--- src/rtl/serial_adder_ctrl.sv ---
// Bit-serial add/subtract engine: one full-adder cell, LSB first, registered carry.
// Latency WIDTH cycles from accept; the result is held in DONE until the consumer accepts it.

module full_adder_using_half_substractors (
  input  logic a,
  input  logic b,
  input  logic cin,
  output logic sum,
  output logic cout
);
  logic d1, bo1, d2, bo2;

  // Two half subtractors: the difference bits give the XOR chain, and the
  // inverted borrows recover the AND terms of the carry.
  assign d1   = a ^ b;
  assign bo1  = ~a & b;
  assign d2   = d1 ^ cin;
  assign bo2  = ~d1 & cin;
  assign sum  = d2;
  assign cout = (b & ~bo1) | (cin & ~bo2);
endmodule

module serial_adder_ctrl #(
  parameter int WIDTH = 8
) (
  input  logic             clk,
  input  logic             rst_n,
  input  logic             in_valid,
  output logic             in_ready,
  input  logic [WIDTH-1:0] a,
  input  logic [WIDTH-1:0] b,
  input  logic             cin,
  input  logic             sub,
  output logic             out_valid,
  input  logic             out_ready,
  output logic [WIDTH-1:0] sum,
  output logic             cout,
  output logic             overflow,
  output logic             busy
);
  localparam int CW = (WIDTH > 1) ? $clog2(WIDTH) : 1;

  localparam logic [1:0] IDLE = 2'd0;
  localparam logic [1:0] RUN  = 2'd1;
  localparam logic [1:0] DONE = 2'd2;

  logic [1:0]       state;
  logic [WIDTH-1:0] sha;
  logic [WIDTH-1:0] shb;
  logic [WIDTH-1:0] res;
  logic [CW-1:0]    cnt;
  logic             carry;
  logic             a_msb;
  logic             b_msb;
  logic             fa_s;
  logic             fa_c;
  logic [WIDTH-1:0] res_next;
  logic             last_bit;

  full_adder_using_half_substractors u_cell (
    .a    (sha[0]),
    .b    (shb[0]),
    .cin  (carry),
    .sum  (fa_s),
    .cout (fa_c)
  );

  assign res_next  = {fa_s, res[WIDTH-1:1]};
  assign last_bit  = (cnt == CW'(WIDTH - 1));
  assign in_ready  = (state == IDLE);
  assign out_valid = (state == DONE);
  assign busy      = (state == RUN);

  always_ff @(posedge clk or negedge rst_n) begin
    if (!rst_n) begin
      state    <= IDLE;
      sha      <= '0;
      shb      <= '0;
      res      <= '0;
      cnt      <= '0;
      carry    <= 1'b0;
      a_msb    <= 1'b0;
      b_msb    <= 1'b0;
      sum      <= '0;
      cout     <= 1'b0;
      overflow <= 1'b0;
    end else begin
      case (state)
        IDLE: begin
          if (in_valid) begin
            // Subtraction is A + ~B + 1, so invert B and force the carry-in.
            sha   <= a;
            shb   <= sub ? ~b : b;
            carry <= sub | cin;
            cnt   <= '0;
            a_msb <= a[WIDTH-1];
            b_msb <= sub ? ~b[WIDTH-1] : b[WIDTH-1];
            state <= RUN;
          end
        end
        RUN: begin
          res   <= res_next;
          carry <= fa_c;
          sha   <= sha >> 1;
          shb   <= shb >> 1;
          if (last_bit) begin
            state    <= DONE;
            sum      <= res_next;
            cout     <= fa_c;
            overflow <= (a_msb == b_msb) && (fa_s != a_msb);
          end else begin
            cnt <= cnt + CW'(1);
          end
        end
        DONE: begin
          if (out_ready) state <= IDLE;
        end
        default: state <= IDLE;
      endcase
    end
  end
endmodule

--- config.mk ---
export PLATFORM = sky130hd
export DESIGN_NAME = serial_adder_ctrl
export DESIGN_NICKNAME = d
export VERILOG_FILES = /design/src/rtl/serial_adder_ctrl.sv
export SDC_FILE = /design/constraint.sdc
export NUM_CORES = 1
export LEC_CHECK = 0
export CAP_MARGIN = 10
export CORE_AREA = 5 5 60 89
export CTS_BUF_LIST = sky130_fd_sc_hd__clkbuf_4
export CTS_CLUSTER_DIAMETER = 200
export CTS_CLUSTER_SIZE = 30
export DETAILED_ROUTE_END_ITERATION = 12
export DIE_AREA = 0 0 65 94
export PLACE_DENSITY = 0.81
export SLEW_MARGIN = 40
export SYNTH_ARGS = -nofsm -noshare
export SYNTH_HDL_FRONTEND = slang
export SYNTH_SLANG_ARGS = --single-unit
export TNS_END_PERCENT = 5
--- constraint.sdc ---
create_clock -name clk -period 2.1 [get_ports clk]
set_input_delay 0.63 -clock clk [delete_from_list [all_inputs] [get_ports clk]]
set_output_delay 0.63 -clock clk [all_outputs]
set_load 0.005 [all_outputs]
==> run_results.csv <==
group,metric,value,unit
setup_path,timing.rr.start,"cnt[0]$_DFFE_PN0P_",
clocking,clockBufferDepth,2,
setup_path,end_kind,"output pin",
cells_and_area,fin_util,55.4,%
floorplanning,die-width,65,um
logic_synthesis,yosys-top-cells-area,"dfrtp_1 52%, mux2_2 5.7%, a22oi_1 5.4%, mux2_4 5.4%, o21ai_0 3.6%",
cells_and_area,drive_gt1_share,21.8,%
global_routing,grt_util_all_layers,12.9,%
logic_synthesis,yosys.area.top_type,"dfrtp_1",
setup_path,critPathTopFamily,"flip-flops",
setup_path,critPathSlowestCell,"dfrtp_2",
cells_and_area,layout_commonest_cell,"dfrtp_1",
pwr,power_density,1290,nW/um2
placement,io_buffer_count,34,
clocking,clock_latency,0.35,ns
global_routing,grt_start_max_net_pins,25,
setup_path,crit_type,"flop to output pin",
detailed_routing,via_count,1413,
cells_and_area,diodes,0,
job,cap_violations,0,
sta,skew,0.0127,ns
sta,fin_hold_ws,0.212,ns
cells_and_area,area_growth,26.1,%
clocking,holdBufCountCts,0,
logic_synthesis,synth_seq_cells,41,
logic_synthesis,synth.distinct_cells,29,
sta,tightest_slew,0.474,ns
sta,timing.fmax,515,MHz
placement,finalWeightedCongestion,0.792,
setup_path,critPathLaunchType,"flop",
logic_synthesis,synth_top_area_share,52.2,%
setup_path,required,1.47,ns
floorplanning,ios,35,
floorplanning,start_util,44.0,%
global_routing,grt.overflow.total,0,
pwr,p_leak,1.17,nW
setup_path,slowest_delay,0.45,ns
status,status,"finished clean",
setup_path,crit_path_max_fanout,4,
global_routing,grt_pass1_vias,1369,
clocking,htreeDepth,2,
sta,fin_crit_sh,92.5,%
setup_path,path_cells,"buf_4 > nor2b_4 > dlygate4sd2_1",
min_path,min_path_type,"primary input to asynchronous set/reset pin",
setup_path,critPathBufInv,2,
clocking,root_buffer,"clkbuf_4",
global_routing,grt_pass1_wl,6200,um
clocking,cts_tree,"built",
logic_synthesis,synth_area,1960,um2
sta,setup_viol,0,
cells_and_area,final_nets,235,
floorplanning,rows,30,
setup_path,r2r_end,"cnt[0]$_DFFE_PN0P_",
sta,finalMaxSlewViolations,0,
clocking,numCtsBuffers,5,
floorplanning,die_y,94,um
sta,tns,0,ns
detailed_routing,drt_first_pass_iters,4,
clocking,cts.sinks,41,
logic_synthesis,yosysWarnings,0,
logic_synthesis,synth_area_per_cell,11.8,um2
logic_synthesis,syn_nets,192,
detailed_routing,post_drt_wl_per_cell,14.4,um
pwr,worst_ir_drop_vdd,0.000988,V
sta,slew_headroom,68.4,%
placement,dp_hpwl,2700,um
setup_path,worstPathArrival,1.31,ns
setup_path,worst-r2r-cell-count,5,
clocking,clkTransAtPathRegs,0.13,ns
floorplanning,dieArea,6110,um2
floorplanning,core-area,4470,um2
detailed_routing,drtAntennaViolNets,0,
logic_synthesis,synthCells,167,
setup_path,ff2ff_setup_slack,0.52,ns
detailed_routing,drc_errors,0,
sta,rsz0062_at_grt,"false",
detailed_routing,vias_per_cell,5.46,
detailed_routing,drt-initial-drc-count,42,
detailed_routing,routed_wl,3740,um
logic_synthesis,ys_seq_area_share,52.2,%
global_routing,antenna_found_initial,0,
sta,fin_crit,1.94,ns
cells_and_area,most-common-layout-cells,"39 x dfrtp_1, 30 x clkdlybuf4s50_1, 14 x a22oi_1, 14 x o21ai_0, 13 x nand2_1",
sta,hold_viol_final,0,
==> routing by layer <==
metal,track usage [%],vias up,routed length [um]
li1,-,677,-
met1,16.5,685,1640
met2,20.8,42,1830
met3,3.95,9,206
met4,4.06,0,70
met5,0,-,0
==> worst max-delay path by stage <==
stage | endpoint | from | depth (start not counted) | slack (ns)
global placement | shb[5]$_DFFE_PN0P_ | in_valid | 4 | 0.13
global route | busy | state[0]$_DFFE_PN0P_ | 3 | 0.09
finish | busy | state[0]$_DFFE_PN0P_ | 3 | 0.16
detailed placement | shb[4]$_DFFE_PN0P_ | in_valid | 4 | 0.08
CTS | in_ready | state[1]$_DFFE_PN0P_ | 2 | -0.0006
floorplan | busy | state[1]$_DFFE_PN0P_ | 3 | 0.57
==> state kept, by name, summed over array words and instances, names as in the netlist <==
register  count
sum           8
cnt           3
carry         1
overflow      1
state         2
a_msb         1
b_msb         1
cout          1
sha           8
shb           8
res           7
==> synth_stat cells, drive strengths merged <==
cell type	instances
a21o	1
a21oi	10
a221o	3
a22o	2
a22oi	14
and2b	3
and3b	3
buf	8
clkbuf	2
dfrtp	41
fa	1
ha	2
inv	5
mux2	17
nand2	13
nand2b	3
nand3b	1
nor2	3
nor2b	7
nor3b	1
o21ai	14
o32ai	3
or2	1
or3b	1
xnor2	3
xor2	5
==> power breakdown <==
group	total [mW]	leakage [nW]	switching [mW]	internal (mW)
registers	1.39	0.512	0.244	1.15
logic	1.41	0.631	0.574	0.836
clock network	0.386	0.0310	0.260	0.126
total	3.19	1.17	1.08	2.11
==> kinds of logic (layout without fill, tap and decap cells) <==
group,after synthesis,in the layout,synth area share (%)
DFF,41,41,52.2
xor gates and xnor gates,8,8,3.57
adders and majority gates,3,3,2.29
AOI/OAI and AO/OA,47,47,15.6
muxes,17,17,11.1
and+or+nand+nor,36,36,11.3
buffers and inverters,15,59,3.95
==> what timing repair did <==
item / 4_1_cts / 5_1_grt
resized for setup: 6 / 2
buffers inserted: 0 / 3
gates cloned: 0 / 0
setup endpoints to repair: 2 / 1
==> stage by stage <==
step	setup slack, ns	area (um2)	cells	power (mW)
after floorplan	0.575	1960	167	2.29
after global placement	0.126	2380	248	2.74
after detailed placement	0.0804	2380	248	2.80
after CTS	-0.000600	2450	256	3.19
after global routing	0.0935	2480	259	3.44
final	0.159	2480	259	3.19
==> final cells by class <==
| type | count | area [um2] |
|---|---|---|
| fill | 375 | 1990 |
| sequential | 41 | 1030 |
| multi-input combinational | 111 | 876 |
| timing repair buffer | 46 | 438 |
| tap | 48 | 60.1 |
| clock buffer | 5 | 37.5 |
| inverter | 5 | 18.8 |
| clock inverter | 3 | 17.5 |
Power figures use the tool's default switching activity.
